[src/rtl/led_pattern_ctrl.sv]
// led_pattern_ctrl: six-pattern LED driver with shared tick,
// mode-change restart, output polarity and cycle-done pulse.
module led_pattern_ctrl #(
  parameter int LED_NUM     = 4,
  parameter int TICK_DIV    = 50_000_000,
  parameter int FLASH_TICKS = 5,
  parameter int RUN_TICKS   = 2,
  parameter int PWM_BITS    = 8,
  parameter bit ACTIVE_LOW  = 1'b0
) (
  input  logic               sys_clk,
  input  logic               rst_n,
  input  logic [2:0]         mode,
  output logic [LED_NUM-1:0] led,
  output logic               cycle_done
);

  typedef enum logic [2:0] {
    M_OFF    = 3'b000,
    M_FLASH  = 3'b001,
    M_RUNF   = 3'b010,
    M_BREATH = 3'b011,
    M_RUNR   = 3'b100,
    M_ALLON  = 3'b101,
    M_RSV6   = 3'b110,
    M_RSV7   = 3'b111
  } mode_e;

  localparam int TW   = $clog2(TICK_DIV) + 1;
  localparam int SMAX = (FLASH_TICKS > RUN_TICKS) ?
                        FLASH_TICKS : RUN_TICKS;
  localparam int SW   = $clog2(SMAX) + 1;

  localparam logic [TW-1:0] TICK_LAST  = TW'(TICK_DIV - 1);
  localparam logic [SW-1:0] FLASH_LAST = SW'(FLASH_TICKS - 1);
  localparam logic [SW-1:0] RUN_LAST   = SW'(RUN_TICKS - 1);

  localparam logic [PWM_BITS-1:0] PWM_MAX = '1;
  localparam logic [PWM_BITS-1:0] PWM_ONE =
    {{(PWM_BITS-1){1'b0}}, 1'b1};

  localparam logic [LED_NUM-1:0] PAT_LSB =
    {{(LED_NUM-1){1'b0}}, 1'b1};
  localparam logic [LED_NUM-1:0] PAT_MSB =
    {1'b1, {(LED_NUM-1){1'b0}}};
  localparam logic [LED_NUM-1:0] POL = {LED_NUM{ACTIVE_LOW}};

  mode_e               r_act_mode, w_act_mode;
  logic [TW-1:0]       r_tick_cnt, w_tick_cnt;
  logic [SW-1:0]       r_step, w_step;
  logic [PWM_BITS-1:0] r_pwm, w_pwm;
  logic [PWM_BITS-1:0] r_duty, w_duty;
  logic                r_dir_up, w_dir_up;
  logic [LED_NUM-1:0]  r_pattern, w_pattern;
  logic                r_evt, w_evt;
  logic                w_tick;
  logic                w_chg;
  mode_e               w_req;

  function automatic logic [LED_NUM-1:0] init_pat(
    input mode_e m
  );
    logic [LED_NUM-1:0] p;
    p = '0;
    unique case (m)
      M_FLASH: p = '1;
      M_ALLON: p = '1;
      M_RUNF:  p = PAT_LSB;
      M_RUNR:  p = PAT_MSB;
      default: p = '0;
    endcase
    return p;
  endfunction

  // Next-state: restart on mode change, else advance pattern.
  always_comb begin
    w_act_mode = r_act_mode;
    w_tick_cnt = r_tick_cnt;
    w_step     = r_step;
    w_pwm      = r_pwm;
    w_duty     = r_duty;
    w_dir_up   = r_dir_up;
    w_pattern  = r_pattern;
    w_evt      = 1'b0;
    w_req      = mode_e'(mode);
    w_tick     = (r_tick_cnt == TICK_LAST);
    w_chg      = (w_req != r_act_mode);
    if (w_chg) begin
      w_act_mode = w_req;
      w_tick_cnt = '0;
      w_step     = '0;
      w_pwm      = '0;
      w_duty     = '0;
      w_dir_up   = 1'b1;
      w_pattern  = init_pat(w_req);
    end else begin
      w_tick_cnt = w_tick ? '0 : r_tick_cnt + 1'b1;
      w_pwm      = r_pwm + 1'b1;
      unique case (r_act_mode)
        M_FLASH: begin
          if (w_tick) begin
            if (r_step == FLASH_LAST) begin
              w_step    = '0;
              w_pattern = ~r_pattern;
              w_evt     = ~r_pattern[0];
            end else begin
              w_step = r_step + 1'b1;
            end
          end
        end
        M_RUNF: begin
          if (w_tick) begin
            if (r_step == RUN_LAST) begin
              w_step    = '0;
              w_pattern = {r_pattern[LED_NUM-2:0],
                           r_pattern[LED_NUM-1]};
              w_evt     = r_pattern[LED_NUM-1];
            end else begin
              w_step = r_step + 1'b1;
            end
          end
        end
        M_RUNR: begin
          if (w_tick) begin
            if (r_step == RUN_LAST) begin
              w_step    = '0;
              w_pattern = {r_pattern[0],
                           r_pattern[LED_NUM-1:1]};
              w_evt     = r_pattern[0];
            end else begin
              w_step = r_step + 1'b1;
            end
          end
        end
        M_BREATH: begin
          w_pattern = {LED_NUM{r_pwm < r_duty}};
          if (r_pwm == PWM_MAX) begin
            if (r_dir_up) begin
              w_duty = r_duty + 1'b1;
              if (w_duty == PWM_MAX) w_dir_up = 1'b0;
            end else begin
              w_duty = r_duty - 1'b1;
              if (r_duty == PWM_ONE) begin
                w_dir_up = 1'b1;
                w_evt    = 1'b1;
              end
            end
          end
        end
        M_ALLON: w_pattern = '1;
        default: w_pattern = '0;
      endcase
    end
  end

  // State, pattern and registered output stage.
  always_ff @(posedge sys_clk or negedge rst_n) begin
    if (!rst_n) begin
      r_act_mode <= M_OFF;
      r_tick_cnt <= '0;
      r_step     <= '0;
      r_pwm      <= '0;
      r_duty     <= '0;
      r_dir_up   <= 1'b1;
      r_pattern  <= '0;
      r_evt      <= 1'b0;
      led        <= POL;
      cycle_done <= 1'b0;
    end else begin
      r_act_mode <= w_act_mode;
      r_tick_cnt <= w_tick_cnt;
      r_step     <= w_step;
      r_pwm      <= w_pwm;
      r_duty     <= w_duty;
      r_dir_up   <= w_dir_up;
      r_pattern  <= w_pattern;
      r_evt      <= w_evt;
      led        <= r_pattern ^ POL;
      cycle_done <= r_evt;
    end
  end

endmodule

[config.mk]
export PLATFORM = sky130hd
export DESIGN_NAME = led_pattern_ctrl
export DESIGN_NICKNAME = d
export VERILOG_FILES = /design/src/rtl/led_pattern_ctrl.sv
export SDC_FILE = /design/constraint.sdc
export NUM_CORES = 1
export LEC_CHECK = 0
export BUFFER_PORTS_ARGS = -buffer_cell sky130_fd_sc_hd__buf_4
export CAP_MARGIN = 20
export CORE_MARGIN = 2
export CORE_UTILIZATION = 25
export CTS_CLUSTER_DIAMETER = 150
export CTS_CLUSTER_SIZE = 10
export DETAILED_ROUTE_END_ITERATION = 16
export PLACE_DENSITY = 0.39
export SYNTH_ARGS = -nofsm -noshare
export SYNTH_HDL_FRONTEND = slang
export SYNTH_SLANG_ARGS = --single-unit
export TNS_END_PERCENT = 5
[constraint.sdc]
create_clock -name sys_clk -period 3.02 [get_ports sys_clk]
set_clock_uncertainty 0.15 [all_clocks]
set_input_delay 0.302 -clock sys_clk [delete_from_list [all_inputs] [get_ports sys_clk]]
set_output_delay 0.302 -clock sys_clk [all_outputs]
set_load 0.05 [all_outputs]
# == Word-level counts from Yosys, hierarchy flattened ==
# Index checks and enable logic that the tools add are counted.
# word_totals
inputBits,5
regBits,61
output_inout_bits,5
# op_classes
magnitude_cmp,1
n_eq_ne,23
mux,38
bitwise_logic,2
addsub,5
n_reduce_logical,8
# ops
op,n
27-bit two-way mux,2
4-bit two-way mux,12
8-bit two-way mux,5
"27-bit by 1-bit adder with 27-bit output, second input constant",1
"27-bit by 26-bit == test with 1-bit output, second input constant",1
4-bit one-hot mux with 5 select lines,1
"3-bit inequality test, second input constant",6
"8-bit by 1-bit adder with 8-bit output, second input constant",2
"8-bit == test, second input constant",2
1-bit two-way mux,15
"3-bit == test, second input constant",4
4-bit one-hot mux with 3 select lines,1
"3-bit by 2-bit == test with 1-bit output, second input constant",3
"8-bit by 1-bit == test with 1-bit output, second input constant",1
8-bit < comparator,1
4-bit one-hot mux with 2 select lines,1
"8-bit by 1-bit subtractor with 8-bit output, second input constant",1
"3-bit by 1-bit == test with 1-bit output, second input constant",2
6-bit AND reduction,1
"4-bit by 1-bit adder with 4-bit output, second input constant",1
"4-bit by 1-bit == test with 1-bit output, second input constant",1
"4-bit by 3-bit == test with 1-bit output, second input constant",1
4-bit NOT,1
1-bit one-hot mux with 4 select lines,1
8 further kinds,10

# == Depth between registers and ports, before layout ==
# logic_depth
depth_word,7
ltp_mapped,8
mapped_depth_nobuf,7

# == Least setup slack after synthesis ==
# OpenSTA, ideal clock, no wires.
# synth_timing
path_type,reg-to-reg
from,register r_tick_cnt[11]
to,register r_step[2]
path_stages_with_launch,6
path_slack_ps,795
required_time_ps,2769
path_buffers,0
arrival_ps,1974
period_less_slack_ps,2225
path_cell_list,dfrtp_1 or4_4 nor4_4 a31oi_2 or3_4 o311ai_2
# synth_between
elab_chain_len,3
elab_cells_between_ends,4
# synth_lines
item,line_no,rtl
from (decl),49,"logic [TW-1:0] r_tick_cnt, w_tick_cnt;"
from (signal assigned),171,r_tick_cnt <= w_tick_cnt;
27-bit by 26-bit == test with 1-bit output *,86,w_tick = (r_tick_cnt == TICK_LAST);
3-bit inequality test (no source line) or 3-bit by 1-bit inequality test with 1-bit output (tied branches),-,
3-bit AND reduction (no source line) *,-,
to (signal assigned),172,r_step <= w_step;
to (decl),50,"logic [SW-1:0] r_step, w_step;"
# Mark *: on every way between the ends. The rest lies on a longest branch, timed or not.
# A chain may end at the register's enable or synchronous reset.

# == Worst setup path after layout ==
# layout_timing
from,register r_act_mode[2]
to,register r_step[2]
# layout_between
elab_chain_len,4
elab_cells_between_ends,11
# layout_lines
item,line_no,rtl
from (decl),48,"mode_e r_act_mode, w_act_mode;"
from (signal assigned),170,r_act_mode <= w_act_mode;
3-bit == test or 3-bit by 2-bit == test with 1-bit output (tied branches),99,unique case (r_act_mode)
2-bit OR reduction (no source line),-,
3-bit by 1-bit inequality test with 1-bit output (no source line) (tied with other cells),-,
3-bit AND reduction (no source line) or 4-bit two-way mux (tied branches),-,
# Several ways; a longest one is shown, not always the timed one.

==> tab_implementation.tex <==
\begin{tabular}{lr}
\hline
Metric & Value \\
\hline
\multicolumn{2}{l}{\textbf{Run status}} \\
\quad Outcome & complete, no violations \\
\multicolumn{2}{l}{\textbf{Yosys}} \\
\quad Most used flip-flop cell after synthesis & dfrtp\_1 \\
\quad Post-synthesis compound-gate area fraction & about 11\% \\
\quad Mux cell area share after synthesis & less than 1\% \\
\quad Async set-or-reset flop fraction in the synthesized netlist & 100\% \\
\quad Main combinational cell family by area after synthesis & simple AND/OR/NAND/NOR gates \\
\quad Area share of and/or/nand/nor cells after synthesis & approximately 25\% \\
\quad Register bit count reported by yosys & 61 \\
\quad Total nets after synthesis & 410 \\
\quad Number of flops mapped to enable cells by yosys & 0 \\
\quad Cells after synthesis & roughly 390 \\
\quad Cell area after synthesis & 3550 µm² \\
\quad Synth Area in Adders & 5.63\% \\
\quad Seq/Total Area, Yosys & 43.0\% \\
\quad Number of warnings printed during yosys synthesis & 0 \\
\quad Area share of xor/xnor cells in the synthesized design & between 10\% and 20\% \\
\quad Count of unique library cells instantiated by Yosys & around 60 \\
\quad Synthesized area per cell & 9.13 µm² \\
\multicolumn{2}{l}{\textbf{Global routing}} \\
\quad Via count of the first global-routing pass & between 2000 and 3000 \\
\quad Pin count of the biggest net entering global routing & 62 \\
\quad Combined global-route utilization of all metal layers & 12.1\% \\
\quad Number of antenna violations at the first check in global routing & 0 \\
\quad Wire length of the first global-routing pass & 14000 µm \\
\quad Remaining Overflow, GRT & 0 \\
\multicolumn{2}{l}{\textbf{Timing}} \\
\quad Worst setup margin & 0.554 ns \\
\quad Final slew viol count & 0 \\
\quad Min Tclk post-route & about 2.5 ns \\
\quad Top achievable clock speed & 405 MHz \\
\quad Unrepaired setup endpoints after global routing & no \\
\quad Worst Max-Slew Pin Slew & 0.802 ns \\
\quad Post-route clock period utilization & 81.7\% \\
\quad Final Hold Fails & 0 \\
\quad Worst slew margin relative to its limit & 46.5\% \\
\quad Final setup violating endpoints & 0 \\
\quad Aggregate negative setup slack & 0 ns \\
\multicolumn{2}{l}{\textbf{Place}} \\
\quad Post-placement setup slack & 0.557 ns \\
\quad RePlAce Congestion & slightly below 0.8 \\
\quad Detailed placement HPWL & 5400 µm \\
\quad Number of port buffers & 9 \\
\multicolumn{2}{l}{\textbf{Critical path}} \\
\quad Endpoint kind of the worst setup timing path & flop \\
\quad Arrival time at the worst endpoint & 2.56 ns \\
\quad Maximum net fanout on the critical path & 15 \\
\quad Crit start category & flop \\
\quad Slowest cell on the critical path & dfrtp\_1 \\
\quad Required arrival time at the worst endpoint & 3.11 ns \\
\quad CP max stage delay & $\sim$0.60 ns \\
\quad CP Cell Sequence & nor3b\_1 -> o21bai\_1 -> a31oi\_2 -> or3\_4 -> o311ai\_2 \\
\quad Crit Path Class & reg2reg \\
\multicolumn{2}{l}{\textbf{Pwr}} \\
\quad Share of total power consumed by net switching & around a quarter \\
\quad Sw Pwr & 517 µW \\
\quad Sequential share of power & between 40\% and 50\% \\
\quad Cell internal power dissipation & about 1.6 mW \\
\quad Share of power burned in combinational logic & under 10\% \\
\quad Power density over the cells & approximately 510 nW/µm² \\
\quad Clock power frac & 53.0\% \\
\quad IR Drop Worst-Case VDD & 0.267 mV \\
\quad Leak & 1.58 nW \\
\multicolumn{2}{l}{\textbf{Clock tree}} \\
\quad Clock tree from TritonCTS & done \\
\quad Root Buffer Master & clkbuf\_16 \\
\quad Max H-tree Level & 3 \\
\quad Clock-pin slew of the registers on the worst-case setup and hold paths & $\sim$0.06 ns \\
\quad Longest Clk Path Bufs & 2 \\
\quad Number of cells upsized or downsized after cts & 0 \\
\quad CTS Buf Count & 9 \\
\quad Number of post-CTS setup repair buffers & 0 \\
\quad Num Clock Sinks & just over 60 \\
\quad Clock latency reported for the late side of the worst-skew pair & 0.34 ns \\
\multicolumn{2}{l}{\textbf{Floorplanning}} \\
\quad Die height & approximately 120 µm \\
\quad Number of placed I/O pins & 10 \\
\quad Core area & 13900 µm² \\
\quad X dimension of the die & 123 µm \\
\quad Die area & 15200 µm² \\
\quad Cell row count & 43 \\
\quad Initial cell density of the core & between 20 and 30\% \\
\multicolumn{2}{l}{\textbf{Routing}} \\
\quad Post-Route WL & 8010 µm \\
\quad DRC marker count from the first detailed-route iteration & approximately 190 \\
\quad Average detailed-routed wire length per instance & 13.8 µm \\
\quad Detailed-route via count & around 2700 \\
\quad Residual DRC count & 0 \\
\quad Iteration count of the initial detailed-routing pass & 4 \\
\quad Number of vias per cell & 4.70 \\
\quad Detail Route Antenna Nets & 0 \\
\multicolumn{2}{l}{\textbf{Cells and area}} \\
\quad Most common cell after layout, fill and taps aside & dfrtp\_1 \\
\quad Share of cells above drive strength 1 & 10.7\% \\
\quad Final net count & 417 \\
\quad Post-layout utilization of the core & 29.9\% \\
\quad Antenna Cells & 0 \\
\quad Commonest cells after routing, fill and taps aside & dfrtp\_1 (60), nor2\_1 (51), xnor2\_1 (33) \\
\quad Signed area change from the synthesized netlist to the final layout & 16.8\% \\
\multicolumn{2}{l}{\textbf{Run}} \\
\quad Number of maximum-capacitance constraint violations & 0 \\
\multicolumn{2}{l}{\textbf{Hold path}} \\
\quad Kind of path behind the tightest hold check & reg2reg \\
\hline
\end{tabular}
sequential cells by signal, summed over array words and instances (netlist names), 3 cells and up:
signal / cells
r_tick_cnt: 27
r_pwm: 8
r_pattern: 4
r_duty: 8
r_step: 4
led: 4
r_act_mode: 3
stage by stage:
stage          instance area (µm²)  cells  hold WS, ns  power (mW)
2_1_floorplan                 3550    389       -0.144       0.958
3_3_place_gp                  3780    561        0.185        1.02
3_5_place_dp                  3780    561        0.185        1.01
4_1_cts                       4150    581        0.197        2.17
5_1_grt                       4150    581        0.223        2.23
6_report                      4150    581        0.196        2.13
Yosys cell counts (2+ instances only):
library cell | n | share of area, %
a2111oi_0 | 4 | 0.99
a21oi_1 | 18 | 2.5
a22oi_1 | 3 | 0.63
and2_1 | 2 | 0.35
and3_1 | 3 | 0.53
and4_1 | 3 | 0.74
buf_2 | 3 | 0.42
clkbuf_1 | 15 | 1.6
dfrtp_1 | 60 | 42
ha_1 | 16 | 5.6
inv_1 | 23 | 2.4
nand2_1 | 27 | 2.9
nand2b_1 | 4 | 0.70
nand3_1 | 21 | 3.0
nand3b_1 | 2 | 0.42
nand4_1 | 11 | 1.9
nor2_1 | 51 | 5.4
nor2b_1 | 4 | 0.70
nor3_1 | 9 | 1.3
nor4_1 | 10 | 1.8
o211ai_1 | 3 | 0.63
o21a_1 | 2 | 0.42
o21ai_0 | 9 | 1.3
o21bai_1 | 2 | 0.42
o31ai_1 | 2 | 0.42
or2_2 | 2 | 0.35
or3_1 | 6 | 1.1
or3b_2 | 2 | 0.49
or4_1 | 3 | 0.63
xnor2_1 | 33 | 8.1
xor2_1 | 8 | 2.0
kinds of logic (layout without fill, tap and decap cells):
| logic type | Yosys count | in the layout |
|---|---|---|
| AND/OR/NAND/NOR | 168 | 168 |
| buffers and inverters | 44 | 56 |
| multiplexers | 1 | 1 |
| AO/OA/AOI/OAI | 58 | 58 |
| adder cells (fa/ha/maj) | 16 | 16 |
| flip-flops | 61 | 61 |
| XOR/XNOR | 41 | 41 |
layer usage:
layer	part of all wire [%]	up-vias	GRT usage, %
li1	-	1365	-
met5	0	-	0
met2	46	52	18.9
met1	48	1301	15.1
met4	2.5	0	6.89
met3	3.8	15	3.00
critical path, delay by kind of cell, from the launching register on:
family / cells / cell delay, ns
AOI/OAI and AO/OA: 3 / 0.66
and+or+nand+nor: 2 / 0.95
DFF: 1 / 0.60
path summary, 6_finish.rpt:
| kind | to | start | slack [ns] | cells after the start |
|---|---|---|---|---|
| min in group asynchronous | led[1]$_DFF_PN0_ | rst_n | 0.44 | 2 |
| max in group asynchronous | r_tick_cnt[23]$_DFF_PN0_ | rst_n | 1.75 | 2 |
| worst min register to register | cycle_done$_DFF_PN0_ | r_evt$_DFF_PN0_ | 0.20 | 0 |
| worst min-delay path | cycle_done$_DFF_PN0_ | r_evt$_DFF_PN0_ | 0.20 | 0 |
| worst max register to register | r_step[2]$_DFFE_PN0P_ | r_act_mode[2]$_DFFE_PN0N_ | 0.55 | 5 |
| worst max-delay path | r_step[2]$_DFFE_PN0P_ | r_act_mode[2]$_DFFE_PN0N_ | 0.55 | 5 |
layout make-up:
class | count | area (µm²)
fill | 1453 | 9730
multi-input combinational | 284 | 1850
sequential | 61 | 1530
clock buffer | 9 | 225
tap | 180 | 225
timing repair buffer | 17 | 138
clock inverter | 7 | 98.8
inverter | 23 | 86.3
power groups by stage:
stage	Sequential (mW)	Combinational [mW]	Clock, mW
3_3_place_gp	0.874	0.142	0
6_report	0.859	0.141	1.13
4_1_cts	0.858	0.145	1.17
2_1_floorplan	0.884	0.0746	0
3_5_place_dp	0.873	0.141	0
5_1_grt	0.861	0.158	1.21
repair_timing:
item                                   4_1_cts  5_1_grt
hold buffers                                 4        0
setup endpoints to repair                    0        0
endpoints found under the hold margin       63        0
Power figures use the tool's default switching activity.
